### src/rtl/pc_fetch_ctrl.sv
// Fetch-side controller: one outstanding instruction-memory request, a single
// held instruction for decode, and PC advance or redirect via the PC register.
module pc_fetch_ctrl #(
    parameter int               XLEN        = 32,
    parameter logic [XLEN-1:0]  RESET_PC    = '0,
    parameter int               INSTR_BYTES = 4
) (
    input  logic            clk,
    input  logic            rst,
    input  logic [XLEN-1:0] pc_result,
    output logic            pc_write,
    output logic [XLEN-1:0] pc_next,
    output logic            imem_req_valid,
    input  logic            imem_req_ready,
    output logic [XLEN-1:0] imem_req_addr,
    input  logic            imem_rsp_valid,
    input  logic [XLEN-1:0] imem_rsp_data,
    output logic            instr_valid,
    input  logic            instr_ready,
    output logic [XLEN-1:0] instr_data,
    output logic [XLEN-1:0] instr_pc,
    input  logic            redirect_valid,
    input  logic [XLEN-1:0] redirect_pc
);

    typedef enum logic [2:0] {BOOT, REQ, WAIT, DROP, HOLD} state_t;

    state_t          state_q, state_d;
    logic [XLEN-1:0] instr_data_q, instr_data_d;
    logic [XLEN-1:0] instr_pc_q, instr_pc_d;

    always_ff @(posedge clk) begin
        if (rst) begin
            state_q      <= BOOT;
            instr_data_q <= '0;
            instr_pc_q   <= '0;
        end else begin
            state_q      <= state_d;
            instr_data_q <= instr_data_d;
            instr_pc_q   <= instr_pc_d;
        end
    end

    always_comb begin
        state_d      = state_q;
        instr_data_d = instr_data_q;
        instr_pc_d   = instr_pc_q;
        case (state_q)
            BOOT: state_d = REQ;
            REQ: begin
                if (!redirect_valid && imem_req_ready) begin
                    state_d    = WAIT;
                    instr_pc_d = pc_result;
                end
            end
            WAIT: begin
                if (imem_rsp_valid && !redirect_valid) begin
                    state_d      = HOLD;
                    instr_data_d = imem_rsp_data;
                end else if (redirect_valid && !imem_rsp_valid) begin
                    state_d = DROP;
                end else if (redirect_valid && imem_rsp_valid) begin
                    state_d = REQ;
                end
            end
            // the single outstanding response is swallowed here
            DROP: if (imem_rsp_valid) state_d = REQ;
            HOLD: if (redirect_valid || instr_ready) state_d = REQ;
            default: state_d = BOOT;
        endcase
    end

    // strobes are held low while rst is asserted so nothing leaks before BOOT
    always_comb begin
        pc_write       = 1'b0;
        pc_next        = '0;
        imem_req_valid = 1'b0;
        instr_valid    = 1'b0;
        if (!rst) begin
            case (state_q)
                BOOT: begin
                    pc_write = 1'b1;
                    pc_next  = RESET_PC;
                end
                REQ: begin
                    imem_req_valid = !redirect_valid;
                    if (redirect_valid) begin
                        pc_write = 1'b1;
                        pc_next  = redirect_pc;
                    end
                end
                WAIT, DROP: begin
                    if (redirect_valid) begin
                        pc_write = 1'b1;
                        pc_next  = redirect_pc;
                    end
                end
                HOLD: begin
                    instr_valid = 1'b1;
                    if (redirect_valid) begin
                        pc_write = 1'b1;
                        pc_next  = redirect_pc;
                    end else if (instr_ready) begin
                        pc_write = 1'b1;
                        pc_next  = instr_pc_q + XLEN'(INSTR_BYTES);
                    end
                end
                default: ;
            endcase
        end
    end

    assign imem_req_addr = pc_result;
    assign instr_data    = instr_data_q;
    assign instr_pc      = instr_pc_q;

endmodule

### config.mk
export PLATFORM = sky130hd
export DESIGN_NAME = pc_fetch_ctrl
export DESIGN_NICKNAME = d
export VERILOG_FILES = /design/src/rtl/pc_fetch_ctrl.sv
export SDC_FILE = /design/constraint.sdc
export NUM_CORES = 1
export LEC_CHECK = 0
export ABC_CLOCK_PERIOD_IN_PS = 3850
export BUFFER_PORTS_ARGS = -buffer_cell sky130_fd_sc_hd__clkbuf_2
export CORE_MARGIN = 2
export CORE_UTILIZATION = 46
export CTS_CLUSTER_SIZE = 12
export DETAILED_ROUTE_END_ITERATION = 16
export GPL_ROUTABILITY_DRIVEN = 0
export GPL_TIMING_DRIVEN = 0
export PLACE_DENSITY = 0.95
export SETUP_SLACK_MARGIN = 0.5
export SYNTH_ARGS = -nofsm -noshare
export SYNTH_HDL_FRONTEND = slang
export SYNTH_SLANG_ARGS = --single-unit
export TNS_END_PERCENT = 10
### constraint.sdc
create_clock -name clk -period 3.85 [get_ports clk]
set_input_delay 1.155 -clock clk [delete_from_list [all_inputs] [get_ports clk]]
set_output_delay 1.155 -clock clk [all_outputs]
set_load 0.01 [all_outputs]
==> results of run 1 <==
==> state kept, by name, summed over array words and instances, names as in the netlist <==
signal / flops
instr_pc: 32
state_q: 3
instr_data: 32
==> cell families after synthesis <==
family | Yosys count
xor+xnor | 29
buf+inv | 75
flops | 67
mux | 1
fa+ha+maj | 4
simple gates | 237
compound gates | 105
==> path summary, 6_finish.rpt <==
path                  startpoint  cells past startpoint        endpoint
setup / recovery  redirect_valid                      8      pc_next[6]
hold / removal    instr_data[27]                      2  instr_data[27]
setup reg to reg      state_q[1]                     13    instr_pc[12]
hold reg to reg   instr_data[27]                      2  instr_data[27]
==> metrics by stage <==
step	instances	area, um^2	worst slack [ns]	utilization (%)
6_report	889	5659	0.3482	73.24
5_1_grt	889	5659	0.2987	73.24
4_1_cts	886	5553	0.4216	71.86
3_5_place_dp	852	4959	0.03959	64.17
3_3_place_gp	852	4959	0.04638	64.17
2_1_floorplan	518	3670	0.4972	-
==> layout make-up <==
type	instances	area [um^2]	area share, %
clock inverters	7	68.82	1.216
inverters	10	37.54	0.6633
plain buffers	65	430.4	7.606
well taps	102	127.6	2.255
multi-input cells	376	2127	37.59
flip-flops and latches	67	1379	24.36
clock buffers	9	123.9	2.189
repair buffers	253	1365	24.12
==> routing by layer <==
layer / GRT usage, % / up-vias / wire length [um]
met5: 0 / - / 0
met4: 17.28 / 0 / 592
met3: 6.930 / 53 / 1080
met2: 52.22 / 264 / 6854
met1: 32.54 / 2088 / 5029
li1: - / 2213 / -
==> worst max-delay path, cell delays in order <==
cell	delay [ns]
clkbuf_8	0.12
clkbuf_8	0.14
nor2_4	0.11
and4b_1	0.24
clkbuf_4	0.18
a22oi_1	0.08
nor2_1	0.16
clkbuf_2	0.16
==> synth_stat cells (all sizes together) <==
cell type,n,share of area (%)
nor2,21,2.2
nand2b,2,0.34
buf,33,6.7
nor2b,1,0.17
ha,4,1.4
xnor2,26,6.2
nand2,164,17
a31oi,1,0.17
clkbuf,32,3.6
nor3b,1,0.21
nand4,4,0.85
inv,10,1.0
and3,2,0.38
a211oi,1,0.21
nand3b,2,0.41
or3,1,0.21
nand3,11,1.6
and4b,1,0.27
mux2i,1,0.27
nor4,8,1.4
and4,3,0.72
a221o,1,0.27
nor3,10,1.4
o21ai,27,3.7
and2,1,0.17
or2,1,0.17
a21oi,66,9.0
xor2,3,0.72
dfxtp,67,37
nor4b,2,0.48
a22oi,9,1.8
or4,2,0.61
==> cells in the final DEF (no fill, tap or decap), types with 7 or more instances in the layout <==
master / Yosys / final
clkbuf_2: 0 / 229
nand2_1: 164 / 163
a21oi_1: 66 / 66
dfxtp_1: 67 / 53
buf_4: 32 / 49
xnor2_1: 26 / 25
clkbuf_1: 31 / 22
nor2_1: 21 / 18
clkbuf_8: 1 / 15
inv_1: 10 / 10
o21ai_2: 0 / 10
o21ai_1: 2 / 9
nand3_1: 10 / 8
nor3_1: 10 / 8
dfxtp_4: 0 / 8
o21ai_0: 25 / 7
a22oi_1: 9 / 7
==> power by group through the flow <==
stage	logic (uW)	clock network [uW]	registers, uW
CTS	274	576	725
finish	287	566	725
global route	309	605	726
global placement	248	0	741
detailed placement	251	0	742
floorplan	123	0	745
==> what timing repair did <==
action,CTS,global route
pin swaps,18,8
endpoints found under the setup margin,32,32
setup buffers,15,3
hold endpoints to repair,0,0
gates cloned,3,0
gates resized for setup,80,33
==> results.cfg, run 1 <==
[layout]
drive_gt1_share_pct = 46.25
area_growth_pct = 54.53
antenna_cells = 0
fillers = 581
final_nets = 888

[global_route]
grt_usage_pct = 29.73
grt_pass1_vias = 4440
overflow = 0
grt_max_degree = 13
antenna_found_initial = 0
grt_first_pass_wirelength_mm = 20.46

[power]
p_per_area_nw_per_um2 = 278.7
seq_power_share_pct = 46.0
swShare_pct = 27.78
power.switching_uw = 438.0
p_comb_share_pct = 18.2
p_leak_uw = 0.002502
total_power_uw = 1577
vdd_drop_max_v = 0.0002518
p_int_uw = 1139
p_clk_share_pct = 35.9

[synth]
synth.distinct_cells = 38
synth_compound_area_share_pct = 15.20
syn-instance-count = 518
synthesis.area_um2 = 3662
synthXorXnorAreaFrac_pct = 6.935
syn_avg_cell_area_um2 = 7.070
synth_fa_ha_area_share_pct = 1.367
synth-simple-area-share_pct = 28.32
ys_ff_latch = 67
ys_warn_count = 0
yosysSeqAreaShare_pct = 36.62
syn_nets = 624
synth_top_family_by_area = simple AND/OR/NAND/NOR gates
synthMuxAreaShare_pct = 0.2733

[cts]
insertion_delay_ns = 0.33
cts-hold-fix-buffers = 0
clockBufferDepth = 2
cts_max_level = 3
cts_tree = yes
clk_pin_slew_ns = 0.07
clockRootBuffer = clkbuf_8
numCtsBuffers = 9
numClockSinks = 67

[worst_setup_path]
critPathKind = input pin to output port
cp-end-kind = output port
worst_ep_arrival_time_ns = 2.35
cp-start-kind = input pin
ff2ff_setup_slack_ns = 1.32
critPathRequiredTime_ns = 2.69
crit_fanout = 4

[hold_path]
hold_class = flip-flop to flip-flop

[die]
die_area_um2 = 8691
die_w_um = 93.23
initial_core_util_pct = 47.39
core_area_um2 = 7727
num_io_pins = 233
rows = 32
fp.dieH_um = 93.23

[sta]
hold_viol = 0
fin_crit_ns = 3.502
slew_viol_final = 0
finalSetupViolations = 0
tightest_slew_ns = 0.8241
period_share_pct = 90.96
slew_headroom_pct = 44.63
rsz0062_at_grt = true
hold_ws_ns = 0.4544
tns_ns = 0
skew_ns = 0.008039
clock.fmax_mhz = 285.6

[status]
outcome = complete, no violations

[routing]
drt_iter0_drc = 207
routedWlPerCell_um = 15.25
detail-route-antenna-nets = 0
dr.pass1.iters = 4
vias = 4618
drc_errors = 0
routed_wl_mm = 13.56
via_per_inst = 5.195

[placement]
dp_hpwl_mm = 9.457
port_buffers = 232

[job]
maxCapViolations = 0
Note: power is estimated with default switching activity, not from simulation.
==> inputs of run 2 (changes only) <==
--- a/config.mk
+++ b/config.mk
@@ -13,7 +13,7 @@
 export DETAILED_ROUTE_END_ITERATION = 16
 export GPL_ROUTABILITY_DRIVEN = 0
 export GPL_TIMING_DRIVEN = 0
-export PLACE_DENSITY = 0.95
+export PLACE_DENSITY = 0.85
 export SETUP_SLACK_MARGIN = 0.5
 export SYNTH_ARGS = -nofsm -noshare
 export SYNTH_HDL_FRONTEND = slang
==> run 2 against run 1 <==
Flip-flop and latch count stayed put. Sequential share of layout area decreased by 0.67 points. Via count is 0.13% lower. Routed wire length down 0.98%. Critical endpoint is now pc_next[10].
==> results.cfg, run 2 (synthesized netlist as in run 1, its figures left out) <==
[routing]
vias = 4612
routedWlPerCell_um = 15.17
routed_wl_mm = 13.42
drt_iter0_drc = 174
detail-route-antenna-nets = 0
dr.pass1.iters = 5
via_per_inst = 5.211
drc_errors = 0

[global_route]
overflow = 0
grt_usage_pct = 27.71
antenna_found_initial = 0
grt_max_degree = 14
grt_pass1_vias = 4189
grt_first_pass_wirelength_mm = 19.22

[power]
power.switching_uw = 451.8
swShare_pct = 28.23
p_comb_share_pct = 18.1
p_leak_uw = 0.002619
p_per_area_nw_per_um2 = 276.8
vdd_drop_max_v = 0.0002870
p_int_uw = 1149
p_clk_share_pct = 36.5
seq_power_share_pct = 45.3

[sta]
rsz0062_at_grt = true
slew_viol_final = 0
skew_ns = 0.009619
hold_viol = 0
period_share_pct = 89.24
tightest_slew_ns = 0.5724
fin_crit_ns = 3.436
clock.fmax_mhz = 291.0
finalSetupViolations = 0
hold_ws_ns = 0.4558
slew_headroom_pct = 61.55

[cts]
numClockSinks = 67
cts_tree = yes
cts-hold-fix-buffers = 0
clk_pin_slew_ns = 0.07
numCtsBuffers = 9
clockBufferDepth = 2
clockRootBuffer = clkbuf_8
cts_max_level = 3
insertion_delay_ns = 0.33

[die]
rows = 32
num_io_pins = 233
die_area_um2 = 8691
initial_core_util_pct = 47.39
die_w_um = 93.23
fp.dieH_um = 93.23
core_area_um2 = 7727

[worst_setup_path]
critPathKind = input pin to output port
worst_ep_arrival_time_ns = 2.28
slowest_stage = nor3b_4
cp-end-kind = output port
critPathRequiredTime_ns = 2.69
cp-start-kind = input pin
crit_fanout = 5
crit_path_cell_trace = clkbuf_16 > buf_4 > nor3b_4 > buf_12 > buf_4 > nand2_1 > o21ai_0 > clkbuf_2
slowest_delay_ns = 0.22
worst_path_most_repeated_cell = buf_4

[layout]
antenna_cells = 0
layout_common_cells = clkbuf_2, nand2_1, a21oi_1
fillers = 578
fin_util_pct = 74.84
area_growth_pct = 57.91
fin_cells = 885
final_area_um2 = 5783
final_common_cell = clkbuf_2
final_nets = 884
drive_gt1_share_pct = 47.13

[job]
maxCapViolations = 0

[placement]
port_buffers = 232
dpl-instance-area_um2 = 4959
dp.cells = 852
dp_hpwl_mm = 9.554

[hold_path]
hold_class = flip-flop to flip-flop

[status]
outcome = complete, no violations
run 2: timing repair:
action / in CTS / in global routing
pin swaps: 20 / 17
gates cloned: 3 / 2
setup endpoints to repair: 33 / 33
gates resized for setup: 93 / 41
buffers inserted: 7 / 5
run 2: cell type report:
type                            instances  area [um^2]  area share, %
Inverter                               10        37.54         0.6491
Tap cell                              102        127.6          2.207
Sequential cell                        67         1370          23.69
Multi-Input combinational cell        376         2212          38.25
Timing Repair Buffer                  249         1385          23.95
Buffer                                 65        449.2          7.767
Clock inverter                          7        77.57          1.341
Clock buffer                            9        123.9          2.142
run 2: worst paths after layout:
path / from / endpoint / slack, ns / cells after the start
worst min register to register: instr_data[15] / instr_data[15] / 0.46 / 2
worst min-delay path: instr_data[15] / instr_data[15] / 0.46 / 2
worst max-delay path: rst / pc_next[10] / 0.41 / 8
worst max register to register: state_q[2] / instr_pc[12] / 1.86 / 7
run 2: through the flow:
| step | TNS (ns) | worst slack [ns] | total power, uW |
|---|---|---|---|
| after floorplan | 0 | 0.4972 | 867.9 |
| after global placement | 0 | 0.04270 | 987.9 |
| after detailed placement | -0.01904 | -0.01224 | 995.6 |
| after CTS | 0 | 0.4190 | 1600 |
| after global routing | 0 | 0.3119 | 1674 |
| final | 0 | 0.4141 | 1601 |
run 2: power groups by stage:
stage               clock network (uW)  registers (uW)  logic [uW]
global route                       631             727         316
CTS                                600             726         275
global placement                     0             741         247
detailed placement                   0             742         254
floorplan                            0             745         123
finish                             585             726         290
run 2: critical path, delay by kind of cell:
kind / cells / cell delay (ns)
AND/OR/NAND/NOR: 2 / 0.27
buffers and inverters: 5 / 0.72
AO/OA/AOI/OAI: 1 / 0.13
run 2: metal layers:
metal	global-route usage, %	part of all wire (%)	vias up
li1	-	-	2214
met1	31.06	37	2117
met2	50.24	51	229
met3	5.641	7.3	52
met4	12.38	5.1	0
met5	0	0	-
==> inputs of run 3 (changes only) <==
--- a/config.mk
+++ b/config.mk
@@ -5,16 +5,17 @@
 export SDC_FILE = /design/constraint.sdc
 export NUM_CORES = 1
 export LEC_CHECK = 0
-export ABC_CLOCK_PERIOD_IN_PS = 3850
+export ABC_CLOCK_PERIOD_IN_PS = 3000
 export BUFFER_PORTS_ARGS = -buffer_cell sky130_fd_sc_hd__clkbuf_2
 export CORE_MARGIN = 2
-export CORE_UTILIZATION = 46
+export CORE_UTILIZATION = 39
 export CTS_CLUSTER_SIZE = 12
 export DETAILED_ROUTE_END_ITERATION = 16
 export GPL_ROUTABILITY_DRIVEN = 0
 export GPL_TIMING_DRIVEN = 0
-export PLACE_DENSITY = 0.85
+export PLACE_DENSITY = 0.76
 export SETUP_SLACK_MARGIN = 0.5
+export SLEW_MARGIN = 20
 export SYNTH_ARGS = -nofsm -noshare
 export SYNTH_HDL_FRONTEND = slang
 export SYNTH_SLANG_ARGS = --single-unit
==> constraint.sdc (replaced) <==
create_clock -name clk -period 3 [get_ports clk]
set_input_delay 0.9 -clock clk [delete_from_list [all_inputs] [get_ports clk]]
set_output_delay 0.9 -clock clk [all_outputs]
set_load 0.01 [all_outputs]
==> run 3 against run 2 <==
The flow now finishes with violations (negative setup slack). Final cell count grew 1.7%. Sequential share of layout area shrank 0.53 points. Hold slack gained 0.00076 ns. Sequential power grew 28%. Global-route usage shrank 2.8 points. Routed wire length shrank 1.7%. Setup slack lost 0.62 ns. Largest cell class unchanged.
==> results.cfg, run 3 (synthesized netlist as in run 1, its figures left out) <==
[worst_setup_path]
reg2regPathDepth = 7
worst_ep_arrival_time_ns = 2.30
critPathKind = flip-flop to output port
cp-end-kind = output port
crit_fanout = 3
critPathRequiredTime_ns = 2.10
cp-start-kind = flip-flop

[hold_path]
hold_class = flip-flop to flip-flop
hold_depth = 2

[sta]
period_share_pct = 106.7
slew_headroom_pct = 54.92
clock.fmax_mhz = 312.3
tns_ns = -1.110
rsz0062_at_grt = true
hold_viol = 0
fin_ws_ns = -0.2022
slew_viol_final = 0
finalSetupViolations = 15
skew_ns = 0.01077
tightest_slew_ns = 0.6710
fin_crit_ns = 3.202

[power]
total_power_uw = 2106
vdd_drop_max_v = 0.0003545
p_per_area_nw_per_um2 = 353.1
p_leak_uw = 0.002645

[status]
outcome = complete, but fails checks
violations = negative setup slack

[cts]
clockRootBuffer = clkbuf_8
clockBufferDepth = 2
insertion_delay_ns = 0.35
cts_max_level = 3
numClockSinks = 67
numCtsBuffers = 9
clk_pin_slew_ns = 0.09
cts-hold-fix-buffers = 0
cts_tree = yes

[global_route]
overflow = 0
grt_usage_pct = 24.87
grt_max_degree = 15
grt_pass1_vias = 4288
grt_first_pass_wirelength_mm = 20.11
antenna_found_initial = 0

[routing]
dr.pass1.iters = 4
vias = 4484
routed_wl_mm = 13.19
detail-route-antenna-nets = 0
via_per_inst = 4.982
drt_iter0_drc = 134
routedWlPerCell_um = 14.66
drc_errors = 0

[layout]
drive_gt1_share_pct = 50.19
antenna_cells = 0
final_nets = 890
fin_cells = 900
fin_util_pct = 64.84
final_common_cell = clkbuf_2
layout_common_cells = clkbuf_2, nand2_1, a21oi_1
area_growth_pct = 62.83

[placement]
dp.cells = 861
port_buffers = 232
pre_cts_ws_ns = -0.5723
dp_hpwl_mm = 9.904

[die]
fp.dieH_um = 100.9
die_area_um2 = 10180
die_w_um = 100.9
rows = 35
initial_core_util_pct = 39.82
core_area_um2 = 9196
num_io_pins = 233

[job]
maxCapViolations = 0
==> run 3: through the flow <==
| stage | hold slack (ns) | area [um^2] |
|---|---|---|
| finish | 0.4565 | 5963 |
| CTS | 0.4594 | 5907 |
| floorplan | 0.4803 | 3886 |
| detailed placement | 0.4470 | 5186 |
| global placement | 0.4424 | 5186 |
| global route | 0.4727 | 5963 |
==> run 3: path summary, 6_finish.rpt <==
| check | from | endpoint | slack (ns) |
|---|---|---|---|
| min | instr_data[24] | instr_data[24] | 0.46 |
| min reg2reg | instr_data[24] | instr_data[24] | 0.46 |
| max reg2reg | state_q[2] | instr_pc[4] | 1.02 |
| max | instr_pc[2] | pc_next[28] | -0.20 |
==> run 3: cell type report <==
| cell class | instances | area [um^2] |
|---|---|---|
| Buffer | 65 | 509.2 |
| Clock buffer | 9 | 123.9 |
| Clock inverter | 7 | 82.58 |
| Fill cell | 809 | 3233 |
| Inverter | 10 | 37.54 |
| Multi-Input combinational cell | 376 | 2287 |
| Sequential cell | 67 | 1381 |
| Tap cell | 111 | 138.9 |
| Timing Repair Buffer | 255 | 1403 |
==> run 3: what timing repair did <==
item | 4_1_cts | 5_1_grt
buffers inserted | 20 | 1
endpoints found under the setup margin | 34 | 65
resized for setup | 72 | 33
pin swaps | 40 | 14
gates cloned | 2 | 0
==> run 3: layer usage <==
layer  GRT usage (%)  vias to the layer above  routed length (um)
met5               0                        -                   0
met4           9.771                        0                 301
met3           6.033                       26                 983
met2           46.87                      188                6852
met1           26.42                     2043                5054
li1                -                     2227                   -
==> run 3: where the power goes <==
group | internal, uW | switching, uW | total, uW
registers | 904 | 23.4 | 927
logic | 189 | 198 | 387
clock network | 398 | 393 | 791
total | 1490 | 614 | 2110
==> run 3: critical path, cell delays in order (launching register included) <==
cell	delay, ns
dfxtp_4	0.37
ha_4	0.14
nand4_4	0.12
or4_4	0.60
nor4_4	0.31
xnor2_1	0.15
o21ai_2	0.12
buf_2	0.14
